--- src/rtl/stream_fifo.sv ---
// ----------------------------------------------------------------------------
// stream_fifo
//   Single-clock valid/ready FIFO with first-word fall-through output.
//   It absorbs producer bursts and decouples consumer stalls. It provides a
//   fill level, an almost-full flag and a synchronous flush.
//
// Parameters
//   DATA_W     payload width in bits (>=1)
//   DEPTH      number of entries (power of 2, >=2)
//   AFULL_LVL  afull asserts when level >= AFULL_LVL (1..DEPTH)
//
// Ports
//   clk        clock, rising edge
//   rstb       synchronous active-low reset
//   flush      synchronous clear of contents (reset has priority)
//   inp_valid  producer offers inp_data
//   inp_ready  FIFO accepts a word this cycle (registered)
//   inp_data   producer payload
//   out_valid  head word available (registered)
//   out_ready  consumer takes the head word
//   out_data   head payload, forced to 0 while out_valid=0
//   level      number of stored entries
//   afull      level >= AFULL_LVL
// ----------------------------------------------------------------------------
module stream_fifo #(
    parameter int DATA_W    = 4,
    parameter int DEPTH     = 8,
    parameter int AFULL_LVL = 6
) (
    input  logic                       clk,
    input  logic                       rstb,
    input  logic                       flush,
    input  logic                       inp_valid,
    output logic                       inp_ready,
    input  logic [DATA_W-1:0]          inp_data,
    output logic                       out_valid,
    input  logic                       out_ready,
    output logic [DATA_W-1:0]          out_data,
    output logic [$clog2(DEPTH):0]     level,
    output logic                       afull
);

    localparam int PW = $clog2(DEPTH);
    localparam int LW = PW + 1;
    localparam logic [LW-1:0] FULL_L  = LW'(DEPTH);
    localparam logic [LW-1:0] AFULL_L = LW'(AFULL_LVL);

    logic [DATA_W-1:0] mem [DEPTH];
    logic [PW-1:0]     wr_ptr;
    logic [PW-1:0]     rd_ptr;
    logic [LW-1:0]     level_next;
    logic              wr;
    logic              rd;

    // Handshakes use only the registered ready/valid flags. A full FIFO
    // therefore never writes, even when a read happens in the same cycle.
    assign wr = inp_valid & inp_ready;
    assign rd = out_valid & out_ready;

    always_comb begin
        level_next = level;
        if (wr && !rd)
            level_next = level + LW'(1);
        else if (!wr && rd)
            level_next = level - LW'(1);
    end

    always_ff @(posedge clk) begin
        if (!rstb) begin
            wr_ptr    <= '0;
            rd_ptr    <= '0;
            level     <= '0;
            inp_ready <= 1'b0;
            out_valid <= 1'b0;
        end else if (flush) begin
            // Flush overrides any handshake in the same cycle, so that word is dropped.
            wr_ptr    <= '0;
            rd_ptr    <= '0;
            level     <= '0;
            inp_ready <= 1'b1;
            out_valid <= 1'b0;
        end else begin
            if (wr) wr_ptr <= wr_ptr + PW'(1);
            if (rd) rd_ptr <= rd_ptr + PW'(1);
            level     <= level_next;
            inp_ready <= (level_next != FULL_L);
            out_valid <= (level_next != '0);
        end
    end

    // Storage is not reset. Writes are suppressed under reset and flush, so
    // stale words never become visible.
    always_ff @(posedge clk) begin
        if (rstb && !flush && wr)
            mem[wr_ptr] <= inp_data;
    end

    assign out_data = out_valid ? mem[rd_ptr] : '0;
    assign afull    = (level >= AFULL_L);

endmodule

--- config.mk ---
export PLATFORM = sky130hd
export DESIGN_NAME = stream_fifo
export DESIGN_NICKNAME = d
export VERILOG_FILES = /design/src/rtl/stream_fifo.sv
export SDC_FILE = /design/constraint.sdc
export NUM_CORES = 1
export LEC_CHECK = 0
export BUFFER_PORTS_ARGS = -buffer_cell sky130_fd_sc_hd__buf_2
export CELL_PAD_IN_SITES_DETAIL_PLACEMENT = 0
export CELL_PAD_IN_SITES_GLOBAL_PLACEMENT = 1
export CORE_MARGIN = 10
export CORE_UTILIZATION = 35
export DETAILED_ROUTE_END_ITERATION = 8
export PLACE_DENSITY_LB_ADDON = 0.1
export SLEW_MARGIN = 20
export SYNTH_ARGS = -nofsm -noshare
export SYNTH_HDL_FRONTEND = slang
export SYNTH_SLANG_ARGS = --single-unit
export TNS_END_PERCENT = 50
--- constraint.sdc ---
create_clock -name clk -period 1.8 [get_ports clk]
set_input_delay 0 -clock clk [delete_from_list [all_inputs] [get_ports clk]]
set_output_delay 0 -clock clk [all_outputs]
set_load 0.1 [all_outputs]
==> flow_summary.toml, run 1 <==
[floorplanning]
floorplan.initialDensity = 0.3590
die_area_mm2 = 0.009054
ios = 20
die_h_um = 95.16
core_area_mm2 = 0.005507
dieWidth_um = 95.16
rows = 27

[clock_network]
htree_levels = 2
clock_sinks = 47
cts_tree = "built"
cts-root-buf = "clkbuf_8"
clock_latency_ns = 0.29
cts_buffer_depth = 2
clkSlewWorstSetupHoldPaths_ns = 0.08
numCtsBuffers = 5

[yosys]
seq_area_frac_synth = 0.6380
avgSynthCellArea_um2 = 14.12
async_reset_ff_frac = 0
ys.warnings.count = 0
synth_edf_count = 32
ys.flop_type = "edfxtp_1"
syn_nets = 154
synth_cell_type_count = 30
netlist_instances = 140
syn_area_mm2 = 0.001977
synth-seq-cells = 47

[sta]
fin_crit_ns = 1.728
period_share = 0.9598
hold_viol = 0
grt_setup_unrepaired = "true"
setup_violations = 0
fin_skew_ns = 0.004017
hold_ws_ns = 0.01858
relSlewSlack = 0.6825
max_freq_ghz = 0.5789
slew_viol_final = 0
worst_pin_slew_ns = 0.4737

[routing]
route.detailed.drc = 0
drtIter0Drc = 51
routed_via_density = 4.722
wl_per_cell_um = 15.70
ant_nets = 0
drt_wl_total_mm = 3.894
first_pass_iters = 4
dr_total_vias = 1171

[cells_and_area]
drive_above_1_share = 0.3523
n_antenna_cell = 0
nets = 189
areaGrowthSynthToFinish_pct = 23.29
fill_cells = 507
fin_util = 0.4426

[placed_design]
hpwl_mm = 2.823
port_buffers = 19
gp_congestion = 0.7710

[status]
outcome = "completed"

[critical_path]
critPathArrivalTime_ns = 1.73
crit_slowest_cell = "mux4_2"
max_stage_delay_ns = 0.51
cp.required_ns = 1.80
crit_type = "register to primary output"
end_kind = "primary output"
cp_max_fo = 8
start_kind = "register"
cp_cell_sequence = "buf_12 > mux4_2 > mux2i_1 > nor2b_2 > buf_12"
path_common_cell = "buf_12"

[global_routing]
grt_pass1_vias = 1209
antenna_found_initial = 0
overflow = 0
grtUsageTotal = 0.09273
grt_pass1_wl_mm = 6.285
grt_max_degree = 15

[power]
leakage_nw = 0.8505
ir_worst_vdd_uv = 317.0
power_density_mw_per_mm2 = 798.0

[job]
drv_cap = 0

[min_path]
hold_class = "primary input to register"
## routing by layer
layer | part of all wire | track usage | routed length, µm
met2 | 0.50 | 0.1506 | 1950
met3 | 0.044 | 0.03142 | 170
met4 | 0.014 | 0.03367 | 56
met5 | 0 | 0 | 0
met1 | 0.44 | 0.1118 | 1716
## cells in the mapped netlist, drive strengths merged (2+ instances only)
cell,n,area share
buf,3,0.014
ha,5,0.032
nor2,17,0.032
nand2,10,0.022
edfxtp,32,0.49
inv,2,0.0038
nor3,2,0.0051
nor2b,4,0.013
nand3,7,0.018
a21oi,3,0.0076
mux2i,6,0.030
nand2b,5,0.016
mux4,8,0.091
dfxtp,15,0.15
clkbuf,3,0.0057
xor2,6,0.027
## worst max-delay path: cells and delay by family (launching register included)
family / cells / cell delay (ns)
muxes: 2 / 0.70
DFF: 1 / 0.35
buffers and inverters: 2 / 0.31
and+or+nand+nor: 1 / 0.08
## per-stage QoR
stage / total power [mW] / area (µm²) / setup TNS [ns] / instances / setup WS (ns)
CTS: 1.964 / 2412 / 0 / 248 / 0.0009249
finish: 1.945 / 2437 / 0 / 248 / 0.07244
global route: 2.018 / 2437 / -0.002951 / 248 / -0.002951
global placement: 1.356 / 2255 / 0 / 234 / 0.09755
floorplan: 1.316 / 2028 / -0.4247 / 140 / -0.03559
detailed placement: 1.359 / 2255 / 0 / 234 / 0.06570
## layout by cell type, fill, tap and decap left out, types with 4 or more instances in the layout
master	n
buf_2	15
buf_4	8
clkbuf_8	5
dfxtp_1	9
dfxtp_4	4
dlygate4sd3_1	6
edfxtp_1	32
ha_1	4
mux2i_1	5
mux4_2	8
nand2_1	8
nand2b_1	4
nand3_1	7
nor2_1	16
nor2b_2	4
xor2_1	6
## report_power, final
group          total (mW)  internal, mW  leakage (nW)  switching, mW
clock               0.596         0.264        0.0392          0.332
combinational       0.178        0.0594         0.398          0.119
sequential           1.17          1.16         0.413         0.0141
total                1.95          1.48         0.851          0.465
## kinds of logic (layout without fill, tap and decap cells)
logic type	after synthesis	in the layout	share of synthesized area
fa+ha+maj	5	5	0.03165
compound gates	10	10	0.03418
xor+xnor	7	7	0.03101
mux	14	14	0.1215
simple gates	49	49	0.1203
buf+inv	8	44	0.02342
flops	47	47	0.6380
## path summary, 6_finish.rpt
kind,start,endpoint,slack (ns),cells after the start
hold reg to reg,rd_ptr[1],rd_ptr[1],0.49,2
setup / recovery,register,out_data[0],0.07,5
hold / removal,inp_valid,wr_ptr[1],0.02,3
setup reg to reg,inp_ready,mem[0][2],0.08,3
## cell type report
cell class                      instances  area (µm²)  share of cell area
Clock buffer                            5       68.82             0.02823
Clock inverter                          3       15.01            0.006160
Inverter                                2       10.01            0.004107
Multi-Input combinational cell         85       705.7              0.2895
Sequential cell                        47        1279              0.5246
Tap cell                               72       90.09             0.03696
Timing Repair Buffer                   34       269.0              0.1104
## state kept, by name, summed over array words and instances, names as in the netlist, named ones only
| name | cells |
|---|---|
| inp_ready | 1 |
| level | 4 |
| mem | 32 |
| out_valid | 1 |
| rd_ptr | 3 |
| wr_ptr | 3 |
## what timing repair did
action | 4_1_cts | 5_1_grt
hold buffers | 6 | 0
hold endpoints to repair | 33 | 0
endpoints found under the setup margin | 4 | 4
setup buffers | 0 | 0
resized for setup | 5 | 7
No activity file was read; power rests on OpenSTA's default activity.
==> inputs of run 2 (changes only) <==
- ABC_AREA: not set -> 1
- CORE_UTILIZATION: 35 -> 41
- SETUP_SLACK_MARGIN: not set -> 0.3
==> run 2 against run 1 <==
  * Sequential cell count unchanged
  * Non-clock buffer count decreased by 2
  * Synthesized cell count increased by 47%
  * Worst hold slack about the same
  * Critical endpoint is now out_data[1]
  * Largest power group unchanged
  * Highest routed layer unchanged
==> flow_summary.toml, run 2 <==
[status]
outcome = "completed"

[yosys]
synth-xor-area-share = 0.004271
netlist_instances = 206
synth_cell_type_count = 22
yosys.area.top_type = "edfxtp_1"
avgSynthCellArea_um2 = 9.955
synth_fa_ha_area_frac = 0.03051
yosys.area.top_type_share = 0.4686
syn_nets = 220
seq_area_frac_synth = 0.6150
yosys-top-cells-count = "nor2_1 (43), edfxtp_1 (32), nand2_1 (32)"
yosys.area_share.simple = 0.2001
synth-seq-cells = 47
synth_top_family_by_area = "simple AND/OR/NAND/NOR gates"
yosysMostFrequentCell = "nor2_1"
synth_compound_area_frac = 0.08298
synth_mux_area_frac = 0.01952
syn_area_mm2 = 0.002051
async_reset_ff_frac = 0
synth_edf_count = 32
ys.flop_type = "edfxtp_1"
ys.warnings.count = 0
synth_area_leaders = "edfxtp_1 (47%), dfxtp_1 (15%), nor2_1 (7.9%), nand2_1 (5.9%), o21ai_0 (5.6%)"

[critical_path]
critPathArrivalTime_ns = 1.61
end_kind = "primary output"
cp.required_ns = 1.80
cp_max_fo = 6
start_kind = "register"
crit_type = "register to primary output"

[sta]
hold_viol = 0
period_share = 0.8947
fin_skew_ns = 0.006869
worst_pin_slew_ns = 0.4957
relSlewSlack = 0.6718
setup_violations = 0
slew_viol_final = 0
grt_setup_unrepaired = "true"
max_freq_ghz = 0.6209
fin_crit_ns = 1.611
hold_ws_ns = 0.01860
setup_tns_ns = 0
fin_ws_ns = 0.1895

[min_path]
hold_class = "primary input to register"

[placed_design]
pre_cts_ws_ns = 0.3210
hpwl_mm = 3.270
place_inst = 292
port_buffers = 19
post_dp_cell_area_mm2 = 0.002355
gp_congestion = 0.8676

[power]
total_power_mw = 2.146
power_density_mw_per_mm2 = 824.2
leakage_nw = 1.017
ir_worst_vdd_uv = 614.2

[clock_network]
cts-root-buf = "clkbuf_8"
htree_levels = 2
cts_tree = "built"
clock_latency_ns = 0.30
clock_sinks = 47
cts_buffer_depth = 2
clkSlewWorstSetupHoldPaths_ns = 0.09
numCtsBuffers = 5

[global_routing]
grt_pass1_vias = 1440
grtUsageTotal = 0.1063
grt_max_degree = 19
overflow = 0
antenna_found_initial = 0
grt_pass1_wl_mm = 7.010

[floorplanning]
core_area_mm2 = 0.004786
floorplan.initialDensity = 0.4285
dieWidth_um = 90.73
rows = 25
die_h_um = 90.73
ios = 20
die_area_mm2 = 0.008231

[cells_and_area]
fill_cells = 434
drive_above_1_share = 0.2893
largest_reg_flops = 32
final_common_cell = "nor2_1"
nets = 255
final_cell_mix = "nor2_1 (35), nand2_1 (32), edfxtp_1 (32)"
areaGrowthSynthToFinish_pct = 26.97
largestRegisters = "mem: 32 flops, level: 4 flops"
largest-register = "mem"
fin_cells = 309
design_area_mm2 = 0.002604
n_antenna_cell = 0
fin_util = 0.5441

[job]
drv_cap = 0

[routing]
ant_nets = 0
drtIter0Drc = 123
route.detailed.drc = 0
wl_per_cell_um = 14.13
drt_wl_total_mm = 4.365
dr_total_vias = 1494
first_pass_iters = 4
routed_via_density = 4.835
-- run 2: per-layer routing --
layer / up-vias / GRT usage / wire length (µm) / part of all wire
li1: 765 / - / - / -
met2: 33 / 0.1617 / 2088 / 0.48
met4: 0 / 0.04377 / 50 / 0.011
met5: - / 0 / 0 / 0
met3: 9 / 0.03408 / 227 / 0.052
met1: 687 / 0.1351 / 1999 / 0.46
-- run 2: critical path: stages, from the launching register on --
cell,delay (ns)
dfxtp_4,0.42
buf_8,0.13
mux2i_1,0.21
o22ai_1,0.12
nor2_1,0.19
nor2_4,0.07
buf_12,0.16
-- run 2: cells by family (layout without fill, tap and decap cells) --
family,count (synthesis),after routing
simple gates,94,94
xor+xnor,1,1
mux,4,4
compound gates,33,33
fa+ha+maj,5,5
flops,47,47
buf+inv,22,58
-- run 2: area by class of cell --
cell class / count / area [µm²] / area share
clock buffers: 5 / 68.82 / 0.02643
clock inverters: 3 / 28.78 / 0.01105
inverters: 18 / 77.57 / 0.02979
multi-input cells: 137 / 768.2 / 0.2951
flip-flops and latches: 47 / 1286 / 0.4940
well taps: 67 / 83.83 / 0.03220
repair buffers: 32 / 290.3 / 0.1115
-- run 2: final timing paths --
path,start,endpoint,slack (ns),cells after the start
worst max-delay path,register,out_data[1],0.19,6
worst min-delay path,flush,inp_ready,0.02,5
worst max register to register,level[1],inp_ready,0.42,10
worst min register to register,rd_ptr[2],rd_ptr[2],0.45,1
-- run 2: report_power, final --
group / total [mW] / internal, mW / switching [mW]
clock: 0.680 / 0.293 / 0.387
sequential: 1.18 / 1.16 / 0.0184
combinational: 0.288 / 0.0895 / 0.199
-- run 2: timing repair --
item,CTS,global route
resized for setup,9,16
pin swaps,2,9
setup buffers,1,2
hold endpoints to repair,33,0
gates cloned,0,1
setup endpoints to repair,4,14
hold buffers,5,0
